[config.mk]
export PLATFORM = sky130hd
export DESIGN_NAME = pe_stage_seq
export DESIGN_NICKNAME = d
export VERILOG_FILES = /design/src/rtl/pe_stage_seq.sv
export SDC_FILE = /design/constraint.sdc
export NUM_CORES = 1
export LEC_CHECK = 0
export CAP_MARGIN = 20
export CORE_UTILIZATION = 45
export CTS_CLUSTER_SIZE = 28
export DETAILED_ROUTE_END_ITERATION = 6
export PLACE_DENSITY = 0.75
export REMOVE_ABC_BUFFERS = 1
export SLEW_MARGIN = 0
export SYNTH_ARGS = -nofsm -noshare
export SYNTH_HDL_FRONTEND = slang
export SYNTH_SLANG_ARGS = --single-unit
[constraint.sdc]
create_clock -name clk -period 3.4 [get_ports clk]
set_input_delay 0.85 -clock clk [delete_from_list [all_inputs] [get_ports clk]]
set_output_delay 0.85 -clock clk [all_outputs]
set_load 0.1 [all_outputs]
[src/rtl/pe_stage_seq.sv]
// pe_stage_seq
// Stage sequencer for the RSA datapath. Accepts one one-hot EKF stage request
// (PRD/NEW/UPD), optionally runs a nonlinear-unit handshake on that stage's
// channel, then runs cfg_nsteps systolic matrix steps. Each step is a load
// cycle, a skew-aware feed window and a drain/writeback window.
//
// Ports:
//   clk, sys_rst_n          clock, asynchronous active-low reset
//   stage_val / stage_rdy   stage request (one-hot) / ready, high only in IDLE
//   stage_done              one-cycle pulse of the finished stage bit
//   err_onehot              one-cycle pulse after a multi-hot request seen in IDLE
//   nl_m_val / nl_m_rdy     nonlinear request to the nonlinear unit
//   nl_s_val / nl_s_rdy     nonlinear result back from the nonlinear unit
//   cfg_nsteps              step count, sampled on accept
//   cfg_n                   inner dimension of the current step, sampled in STEP_LD
//   cur_stage, step_idx     latched stage (0 in IDLE) and 0-based step index
//   feed_en, feed_cnt       feed window and cycle index within it
//   drain_en, wb_en         read-drain and writeback windows
//   state_dbg               current FSM state encoding
//
// Handshakes: a transfer happens on a rising clk edge where the valid and the
// ready of the same channel are both high. The sequencer's valid/ready
// outputs are decoded from registered state only, so they never depend
// combinationally on the partner's signals; nl_m_val holds until accepted and
// nl_s_rdy holds until the result arrives.
module pe_stage_seq #(
  parameter int X        = 4,
  parameter int Y        = 4,
  parameter int N_STAGE  = 3,
  parameter int STEP_W   = 3,
  parameter int DIM_W    = 8,
  parameter int RD_DELAY = 3,
  parameter int WR_DELAY = 1,
  parameter logic [N_STAGE-1:0] NL_MASK = 3'b011
) (
  input  logic               clk,
  input  logic               sys_rst_n,
  input  logic [N_STAGE-1:0] stage_val,
  output logic               stage_rdy,
  output logic [N_STAGE-1:0] stage_done,
  output logic               err_onehot,
  output logic [N_STAGE-1:0] nl_m_val,
  input  logic [N_STAGE-1:0] nl_m_rdy,
  input  logic [N_STAGE-1:0] nl_s_val,
  output logic [N_STAGE-1:0] nl_s_rdy,
  input  logic [STEP_W-1:0]  cfg_nsteps,
  input  logic [DIM_W-1:0]   cfg_n,
  output logic [N_STAGE-1:0] cur_stage,
  output logic [STEP_W-1:0]  step_idx,
  output logic               feed_en,
  output logic [DIM_W:0]     feed_cnt,
  output logic               drain_en,
  output logic               wb_en,
  output logic [2:0]         state_dbg
);

  typedef enum logic [2:0] {
    IDLE    = 3'd0,
    NL_REQ  = 3'd1,
    NL_WAIT = 3'd2,
    STEP_LD = 3'd3,
    FEED    = 3'd4,
    DRAIN   = 3'd5,
    DONE    = 3'd6
  } state_t;

  localparam int D_TOT = RD_DELAY + WR_DELAY;
  localparam int DCW   = $clog2(D_TOT + 1);
  localparam logic [DCW-1:0] D_LAST = DCW'(D_TOT - 1);
  localparam logic [DCW-1:0] RD_LIM = DCW'(RD_DELAY);
  // Skew of the array: the last operand reaches the far corner X+Y-2 cycles late.
  localparam logic [DIM_W:0] SKEW = (DIM_W + 1)'(X + Y - 2);

  state_t             state_q, state_d;
  logic [N_STAGE-1:0] cur_q;
  logic [STEP_W-1:0]  nsteps_q;
  logic [STEP_W-1:0]  step_q;
  logic [DIM_W-1:0]   n_eff_q;
  logic [DIM_W:0]     feed_cnt_q;
  logic [DCW-1:0]     dcnt_q;
  logic               err_q;

  logic               onehot;
  logic               multihot;
  logic [DIM_W:0]     len;
  logic               feed_last;
  logic               drain_last;
  logic               last_step;

  assign onehot     = (stage_val != '0) && ((stage_val & (stage_val - 1'b1)) == '0);
  assign multihot   = (stage_val != '0) && !onehot;
  // One extra bit so n_eff + skew never wraps.
  assign len        = {1'b0, n_eff_q} + SKEW;
  assign feed_last  = (feed_cnt_q == len - 1'b1);
  assign drain_last = (dcnt_q == D_LAST);
  assign last_step  = (step_q == nsteps_q - 1'b1);

  // State register
  always_ff @(posedge clk or negedge sys_rst_n) begin
    if (!sys_rst_n) state_q <= IDLE;
    else            state_q <= state_d;
  end

  // Next-state logic
  always_comb begin
    state_d = state_q;
    case (state_q)
      IDLE: begin
        if (onehot) begin
          if ((stage_val & NL_MASK) != '0) state_d = NL_REQ;
          else if (cfg_nsteps == '0)       state_d = DONE;
          else                             state_d = STEP_LD;
        end
      end
      NL_REQ:  if ((nl_m_rdy & cur_q) != '0) state_d = NL_WAIT;
      NL_WAIT: begin
        if ((nl_s_val & cur_q) != '0) state_d = (nsteps_q == '0) ? DONE : STEP_LD;
      end
      STEP_LD: state_d = FEED;
      FEED:    if (feed_last) state_d = DRAIN;
      DRAIN:   if (drain_last) state_d = last_step ? DONE : STEP_LD;
      DONE:    state_d = IDLE;
      default: state_d = IDLE;
    endcase
  end

  // Datapath registers
  always_ff @(posedge clk or negedge sys_rst_n) begin
    if (!sys_rst_n) begin
      cur_q      <= '0;
      nsteps_q   <= '0;
      step_q     <= '0;
      n_eff_q    <= '0;
      feed_cnt_q <= '0;
      dcnt_q     <= '0;
      err_q      <= 1'b0;
    end else begin
      err_q <= (state_q == IDLE) && multihot;
      case (state_q)
        IDLE: begin
          if (onehot) begin
            cur_q    <= stage_val;
            nsteps_q <= cfg_nsteps;
            step_q   <= '0;
          end
        end
        STEP_LD: begin
          // A zero dimension still needs one feed beat to flush the skew.
          n_eff_q    <= (cfg_n == '0) ? DIM_W'(1) : cfg_n;
          feed_cnt_q <= '0;
        end
        FEED: begin
          if (feed_last) begin
            feed_cnt_q <= '0;
            dcnt_q     <= '0;
          end else begin
            feed_cnt_q <= feed_cnt_q + 1'b1;
          end
        end
        DRAIN: begin
          if (drain_last) begin
            dcnt_q <= '0;
            if (!last_step) step_q <= step_q + 1'b1;
          end else begin
            dcnt_q <= dcnt_q + 1'b1;
          end
        end
        DONE: begin
          cur_q  <= '0;
          step_q <= '0;
        end
        default: ;
      endcase
    end
  end

  // Outputs: decoded from registered state only
  always_comb begin
    stage_rdy  = 1'b0;
    stage_done = '0;
    nl_m_val   = '0;
    nl_s_rdy   = '0;
    feed_en    = 1'b0;
    drain_en   = 1'b0;
    wb_en      = 1'b0;
    case (state_q)
      IDLE:    stage_rdy  = 1'b1;
      NL_REQ:  nl_m_val   = cur_q;
      NL_WAIT: nl_s_rdy   = cur_q;
      FEED:    feed_en    = 1'b1;
      DRAIN: begin
        drain_en = (dcnt_q < RD_LIM);
        wb_en    = (dcnt_q >= RD_LIM);
      end
      DONE:    stage_done = cur_q;
      default: ;
    endcase
  end

  assign err_onehot = err_q;
  assign cur_stage  = cur_q;
  assign step_idx   = step_q;
  assign feed_cnt   = feed_cnt_q;
  assign state_dbg  = state_q;

endmodule

==> impl_metrics.env, run 1 <==
export IMPL_dr_first_iter_drc_count=102
export IMPL_finalSetupViolations=0
export IMPL_area_growth_syn_to_layout_pct=27.3
export IMPL_hold_ws_ps=507
export IMPL_tightestPinTransition_ps=532
export IMPL_maxCapViolations=0
export IMPL_status="completed"
export IMPL_htreeDepth=2
export IMPL_hold_path_class="flop to flop"
export IMPL_cts_resized_gates=0
export IMPL_drive_gt1_share_pct=17.8
export IMPL_yosysSeqAreaShare_pct=38.0
export IMPL_port_buffers=53
export IMPL_power_leakage_nw=1.27
export IMPL_most_common_layout_cells="nand2_1, dfrtp_1, buf_4"
export IMPL_path_clk_slew_ps=70
export IMPL_die_area_um2=5110
export IMPL_worstSetupStartpointType="flop"
export IMPL_power_w=0.00269
export IMPL_grt_usage_pct=22.8
export IMPL_synth_seq_cells=33
export IMPL_finClkSkew_ps=7.96
export IMPL_cp_end_kind="output pin"
export IMPL_first_pass_iters=4
export IMPL_hold_viol_final=0
export IMPL_worstSetupPathType="flop to output pin"
export IMPL_numCtsBuffers=5
export IMPL_yosys_warnings=0
export IMPL_place_congestion=0.862
export IMPL_drc=0
export IMPL_grt_first_pass_wirelength_um=9050
export IMPL_ir_worst_vdd_uv=806
export IMPL_final_common_cell="nand2_1"
export IMPL_antenna_found_initial=0
export IMPL_nNetsFinal=325
export IMPL_synthDistinctLibCells=58
export IMPL_stdcell_area_um2=2770
export IMPL_fmax_ghz=0.323
export IMPL_post_route_period_util_pct=91.2
export IMPL_arrival_ps=2250
export IMPL_viasPerCell=5.74
export IMPL_slew_violations=0
export IMPL_layout_min_cycle_time_ps=3100
export IMPL_synth_edf_count=0
export IMPL_vias=2009
export IMPL_avgSynthCellArea_um2=8.91
export IMPL_grt_ovfl_total=0
export IMPL_rows=24
export IMPL_grt_pass1_vias=1933
export IMPL_crit_required_ps=2550
export IMPL_netlist_instances=244
export IMPL_wl_per_cell_um=15.0
export IMPL_die_w_um=71.5
export IMPL_grt_max_degree=34
export IMPL_cts_tree="yes"
export IMPL_root_buffer="clkbuf_8"
export IMPL_async_flop_share_pct=100
export IMPL_place_hpwl_um=3870
export IMPL_max_slew_margin_rel_pct=64.6
export IMPL_cts_hold_buffers=0
export IMPL_drt_wl_total_um=5250
export IMPL_core_um2=4500
export IMPL_diodes=0
export IMPL_ant_nets=0
export IMPL_synth_area_um2=2170
export IMPL_cts_sinks=33
export IMPL_path_max_fanout=15
export IMPL_rsz0062_at_grt="false"
export IMPL_p_per_area_nw_per_um2=972
export IMPL_ios=54
export IMPL_post_cts_buffers=0
export IMPL_die_y_um=71.5
export IMPL_synth_flop_cell="dfrtp_1"
export IMPL_post_dp_cell_area_um2=2690
export IMPL_clkLatencyLatePin_ps=290
export IMPL_clk_path_buf_depth=2
export IMPL_start_util_pct=48.3
-- logic make-up after synthesis --
group	after synthesis	synth area share, %
and+or+nand+nor	103	23.7
AOI/OAI and AO/OA	61	20.1
DFF	33	38.0
buffers and inverters	18	3.57
xor gates and xnor gates	16	7.77
muxes	7	3.45
adders and majority gates	6	3.45
-- flip-flops by register name, summed over array words and instances, names as in the netlist --
| signal | count |
|---|---|
| err_onehot | 1 |
| feed_cnt | 9 |
| cur_stage | 3 |
| dcnt_q | 3 |
| n_eff_q | 8 |
| step_idx | 3 |
| nsteps_q | 3 |
| state_dbg | 3 |
-- per-stage QoR --
stage	setup TNS [ps]	util [%]	instances	worst slack, ps
floorplan	-10140	-	235	-1430
global placement	0	59.6	342	562
detailed placement	0	59.6	342	466
CTS	0	61.5	350	302
global route	0	61.5	350	89.8
finish	0	61.5	350	301
-- worst max-delay path, cell delays in order, from the launching register on --
cell and delay [ps]:
dfrtp_1 590, nor2b_1 410, nand2_1 280, a211oi_1 460
buf_12 230
-- layer usage --
layer	wire, um	up-vias	GRT usage (%)
li1	-	993	-
met1	2510	948	31.0
met2	2360	62	35.7
met3	311	6	5.49
met4	65	0	8.06
met5	0	-	0
-- synth_stat cells (2+ instances only) --
library cell / number / area (um2)
nand3b_1: 2 / 15.0
o21ai_0: 15 / 75.1
inv_1: 9 / 33.8
a21o_1: 2 / 15.0
a22oi_1: 2 / 15.0
o31ai_1: 3 / 22.5
xnor2_1: 10 / 87.6
nand2b_1: 3 / 18.8
nand2_1: 36 / 135
buf_2: 2 / 10.0
nor2b_1: 3 / 18.8
or3_1: 3 / 18.8
and3_1: 11 / 68.8
mux2i_1: 3 / 30.0
a21bo_2: 2 / 20.0
nor3_1: 9 / 45.0
o311ai_0: 2 / 17.5
ha_1: 6 / 75.1
xor2_1: 4 / 35.0
clkbuf_1: 6 / 22.5
mux2_2: 3 / 33.8
and2_1: 3 / 18.8
nand3_1: 12 / 60.1
nor2_1: 11 / 41.3
o211ai_1: 5 / 37.5
dfrtp_1: 33 / 826
nor4_1: 3 / 18.8
a21oi_1: 9 / 45.0
a211oi_1: 3 / 22.5
-- final cells by class --
class | count | area, um2
clock buffers | 6 | 72.6
clock inverters | 2 | 10.0
fillers | 427 | 1740
inverters | 9 | 33.8
multi-input cells | 193 | 1270
flip-flops and latches | 33 | 826
well taps | 52 | 65.1
repair buffers | 55 | 490
-- final timing paths --
kind	slack [ps]	end	cells after the start	start
min	510	nsteps_q[1]	1	nsteps_q[1]
max reg2reg	790	state_dbg[0]	7	n_eff_q[0]
max	300	drain_en	4	state_dbg[0]
min in group asynchronous	970	nsteps_q[0]	2	sys_rst_n
min reg2reg	510	nsteps_q[1]	1	nsteps_q[1]
max in group asynchronous	2120	cur_stage[1]	2	sys_rst_n
-- report_power, final --
part	internal (W)	switching [W]
sequential	0.000524	0.000235
combinational	0.000510	0.00113
clock	0.000142	0.000149
(Power assumes the default switching activity.)
==> inputs of run 2 (changes only) <==
- PLACE_DENSITY: 0.75 -> not set
- PLACE_DENSITY_LB_ADDON: not set -> 0.1
- REMOVE_ABC_BUFFERS: 1 -> not set
- SETUP_SLACK_MARGIN: not set -> 0.02
==> impl_metrics.env, run 2 (synthesis gave the netlist of run 1 again) <==
export IMPL_hold_path_class="flop to flop"
export IMPL_path_max_fanout=16
export IMPL_wl_per_cell_um=14.3
export IMPL_most_common_layout_cells="nand2_1, dfrtp_1, buf_4"
export IMPL_core_um2=4500
export IMPL_die_w_um=71.5
export IMPL_drc=0
export IMPL_p_per_area_nw_per_um2=973
export IMPL_grt_ovfl_total=0
export IMPL_synth_nets=272
export IMPL_numCtsBuffers=5
export IMPL_place_congestion=0.846
export IMPL_cts_hold_buffers=0
export IMPL_vias=1967
export IMPL_post_route_period_util_pct=86.1
export IMPL_ant_nets=0
export IMPL_grt_max_degree=34
export IMPL_grt_first_pass_wirelength_um=8790
export IMPL_rows=24
export IMPL_die_area_um2=5110
export IMPL_tightestPinTransition_ps=517
export IMPL_drive_gt1_share_pct=18.8
export IMPL_grt_pass1_vias=1850
export IMPL_root_buffer="clkbuf_8"
export IMPL_finalSetupViolations=0
export IMPL_cts_resized_gates=0
export IMPL_clk_path_buf_depth=2
export IMPL_port_buffers=53
export IMPL_power_leakage_nw=1.28
export IMPL_final_common_cell="nand2_1"
export IMPL_die_y_um=71.5
export IMPL_area_growth_syn_to_layout_pct=28.7
export IMPL_grt_usage_pct=22.0
export IMPL_post_cts_buffers=0
export IMPL_ios=54
export IMPL_htreeDepth=2
export IMPL_cts_tree="yes"
export IMPL_place_hpwl_um=3770
export IMPL_viasPerCell=5.62
export IMPL_busiest_layer="met2"
export IMPL_clkLatencyLatePin_ps=290
export IMPL_ir_worst_vdd_uv=631
export IMPL_largest_reg_flops=9
export IMPL_hold_viol_final=0
export IMPL_worstSetupStartpointType="flop"
export IMPL_start_util_pct=48.3
export IMPL_antenna_found_initial=0
export IMPL_use_met2_pct=37.5
export IMPL_finClkSkew_ps=3.28
export IMPL_dr_first_iter_drc_count=82
export IMPL_path_clk_slew_ps=70
export IMPL_first_pass_iters=6
export IMPL_layout_min_cycle_time_ps=2930
export IMPL_use_met1_pct=28.0
export IMPL_crit_required_ps=2550
export IMPL_diodes=0
export IMPL_maxCapViolations=0
export IMPL_cp_end_kind="output pin"
export IMPL_slew_violations=0
export IMPL_final_util_pct=62.1
export IMPL_rsz0062_at_grt="false"
export IMPL_max_slew_margin_rel_pct=65.5
export IMPL_status="completed"
export IMPL_met3_usage_pct=5.20
export IMPL_drt_wl_total_um=5010
export IMPL_cts_sinks=33
export IMPL_arrival_ps=2080
export IMPL_nNetsFinal=325
export IMPL_worstSetupPathType="flop to output pin"
export IMPL_fmax_ghz=0.341
export IMPL_power_w=0.00272
run 2: cell types whose count changed in the layout (fill, tap and decap cells not counted):
cell      before  now
a211oi_1       3    2
clkinv_2       2    1
clkbuf_8       5    7
clkbuf_1       1    0
nor3_1         9    8
a211oi_2       1    2
nor3_2         0    1
run 2: metal layers:
| metal | vias to the layer above | routed length, um |
|---|---|---|
| li1 | 997 | - |
| met1 | 935 | 2220 |
| met2 | 30 | 2590 |
| met3 | 5 | 144 |
| met4 | 0 | 56 |
| met5 | - | 0 |
run 2: cell type report:
| type | count | area (um2) |
|---|---|---|
| fillers | 409 | 1710 |
| multi-input cells | 193 | 1280 |
| flip-flops and latches | 33 | 826 |
| repair buffers | 55 | 490 |
| clock buffers | 7 | 96.3 |
| well taps | 52 | 65.1 |
| inverters | 9 | 33.8 |
| clock inverters | 1 | 5.00 |
run 2: worst max-delay path, stage by stage (launching register included):
cell	delay, ps
dfrtp_1	640
or3b_2	550
inv_1	360
buf_12	230
run 2: stage by stage:
step	hold slack (ps)	cells	worst slack [ps]	TNS (ps)	area [um2]
3_3_place_gp	492	342	561	0	2700
3_5_place_dp	507	342	482	0	2700
6_report	522	350	472	0	2800
2_1_floorplan	479	244	-344	-670	2190
4_1_cts	523	350	465	0	2800
5_1_grt	542	350	332	0	2800
run 2: final timing paths:
check | start | depth (start not counted) | slack [ps] | end
setup / recovery | state_dbg[2] | 3 | 470 | feed_en
hold / removal | nsteps_q[1] | 1 | 520 | nsteps_q[1]
hold reg to reg | nsteps_q[1] | 1 | 520 | nsteps_q[1]
min in group asynchronous | sys_rst_n | 2 | 950 | step_idx[1]
max in group asynchronous | sys_rst_n | 2 | 2130 | feed_cnt[0]
setup reg to reg | n_eff_q[0] | 7 | 820 | state_dbg[0]
run 2: power by group:
group          switching, W  total, W  internal (W)
registers          0.000215  0.000739      0.000524
logic               0.00114   0.00166      0.000516
clock network      0.000141  0.000324      0.000183
==> inputs of run 3 (changes only) <==
- ABC_AREA: not set -> 0
- CORE_MARGIN: not set -> 3
- SETUP_SLACK_MARGIN: 0.02 -> not set
==> impl_metrics.env, run 3 (synthesis gave the netlist of run 1 again) <==
export IMPL_cts_tree="yes"
export IMPL_antenna_found_initial=0
export IMPL_power_leakage_nw=1.29
export IMPL_place_hpwl_um=3880
export IMPL_first_pass_iters=6
export IMPL_nNetsFinal=325
export IMPL_vias=1964
export IMPL_ir_worst_vdd_uv=569
export IMPL_grt_usage_pct=18.8
export IMPL_status="completed"
export IMPL_die_area_um2=5700
export IMPL_power_w=0.00279
export IMPL_max_slew_margin_rel_pct=61.3
export IMPL_core_um2=4500
export IMPL_port_buffers=53
export IMPL_rsz0062_at_grt="false"
export IMPL_root_buffer="clkbuf_8"
export IMPL_grt_first_pass_wirelength_um=8270
export IMPL_wl_per_cell_um=14.7
export IMPL_drc=0
export IMPL_path_max_fanout=16
export IMPL_largest_reg_flops=9
export IMPL_dp_cells=342
export IMPL_numCtsBuffers=5
export IMPL_cpMaxStageDelayCell="dfrtp_1"
export IMPL_post_route_period_util_pct=86.2
export IMPL_dr_first_iter_drc_count=98
export IMPL_fmax_ghz=0.341
export IMPL_clkLatencyLatePin_ps=290
export IMPL_worstSetupStartpointType="flop"
export IMPL_die_w_um=75.5
export IMPL_maxCapViolations=0
export IMPL_multi_input_area_um2=1280
export IMPL_tightestPinTransition_ps=581
export IMPL_crit_required_ps=2550
export IMPL_htreeDepth=2
export IMPL_start_util_pct=48.3
export IMPL_cp_cell_sequence="or3b_2 -> inv_1 -> buf_12"
export IMPL_cts_sinks=33
export IMPL_finClkSkew_ps=6.39
export IMPL_hold_viol_final=0
export IMPL_seq_area_um2=826
export IMPL_fill_cells=417
export IMPL_ios=54
export IMPL_fin_ws_ps=468
export IMPL_finalSetupViolations=0
export IMPL_hold_path_class="flop to flop"
export IMPL_drive_gt1_share_pct=18.5
export IMPL_rows=24
export IMPL_drt_wl_total_um=5140
export IMPL_max_stage_delay_ps=660
export IMPL_final_common_cell="nand2_1"
export IMPL_clk_path_buf_depth=2
export IMPL_cp_end_kind="output pin"
export IMPL_dp_slack_ps=491
export IMPL_ant_nets=0
export IMPL_cts_hold_buffers=0
export IMPL_final_util_pct=62.4
export IMPL_layout_cells_non_filler=350
export IMPL_grt_ovfl_total=0
export IMPL_viasPerCell=5.61
export IMPL_worstSetupPathType="flop to output pin"
export IMPL_synth_nets=272
export IMPL_cts_resized_gates=0
export IMPL_grt_max_degree=34
export IMPL_post_cts_buffers=0
export IMPL_p_per_area_nw_per_um2=990
export IMPL_path_clk_slew_ps=60
export IMPL_slew_violations=0
export IMPL_die_y_um=75.5
export IMPL_area_growth_syn_to_layout_pct=29.3
export IMPL_arrival_ps=2080
export IMPL_diodes=0
export IMPL_hold_ws_ps=507
export IMPL_most_common_layout_cells="nand2_1, dfrtp_1, buf_4"
export IMPL_grt_pass1_vias=1801
export IMPL_layout_min_cycle_time_ps=2930
export IMPL_place_congestion=0.891
## run 3: cell count changes in the layout (fill, tap and decap cells not counted)
cell       delta
bufinv_16     +1
clkbuf_1      +1
clkbuf_8      -1
clkinv_2      -1
## run 3: critical path: cells and delay by family (launching register included)
kind | cells | cell delay (ps)
flip-flops | 1 | 660
buffers and inverters | 2 | 580
AND/OR/NAND/NOR | 1 | 550
## run 3: cell type report
class	instances	area share, %
inverters	9	1.20
flip-flops and latches	33	29.4
clock inverters	1	1.07
clock buffers	7	3.07
multi-input cells	193	45.6
repair buffers	55	17.4
well taps	52	2.31
## run 3: metal layers
metal  GRT usage (%)  part of all wire (%)  vias up
met5               0                     0        -
met4            5.83                  0.74        0
met3            4.35                   3.7        4
met2            32.7                    52       41
met1            23.2                    44      922
li1                -                     -      997
## run 3: power by group
| part | leakage (nW) | internal, W | switching, W | total (W) |
|---|---|---|---|---|
| Clock | 0.0585 | 0.000239 | 0.000140 | 0.000379 |
| Sequential | 0.427 | 0.000524 | 0.000216 | 0.000740 |
| Combinational | 0.803 | 0.000516 | 0.00115 | 0.00167 |
| Total | 1.29 | 0.00128 | 0.00151 | 0.00279 |
## run 3: through the flow
step,area [um2],TNS (ps)
CTS,2810,0
detailed placement,2700,0
global placement,2700,0
global route,2810,0
floorplan,2190,-670
finish,2810,0
## run 3: final timing paths
check | start | endpoint | slack [ps] | depth (start not counted)
setup / recovery | state_dbg[2] | feed_en | 470 | 3
hold / removal | nsteps_q[1] | nsteps_q[1] | 510 | 1
setup reg to reg | n_eff_q[0] | state_dbg[0] | 810 | 7
hold reg to reg | nsteps_q[1] | nsteps_q[1] | 510 | 1
max in group asynchronous | sys_rst_n | n_eff_q[2] | 2120 | 2
min in group asynchronous | sys_rst_n | feed_cnt[4] | 970 | 2
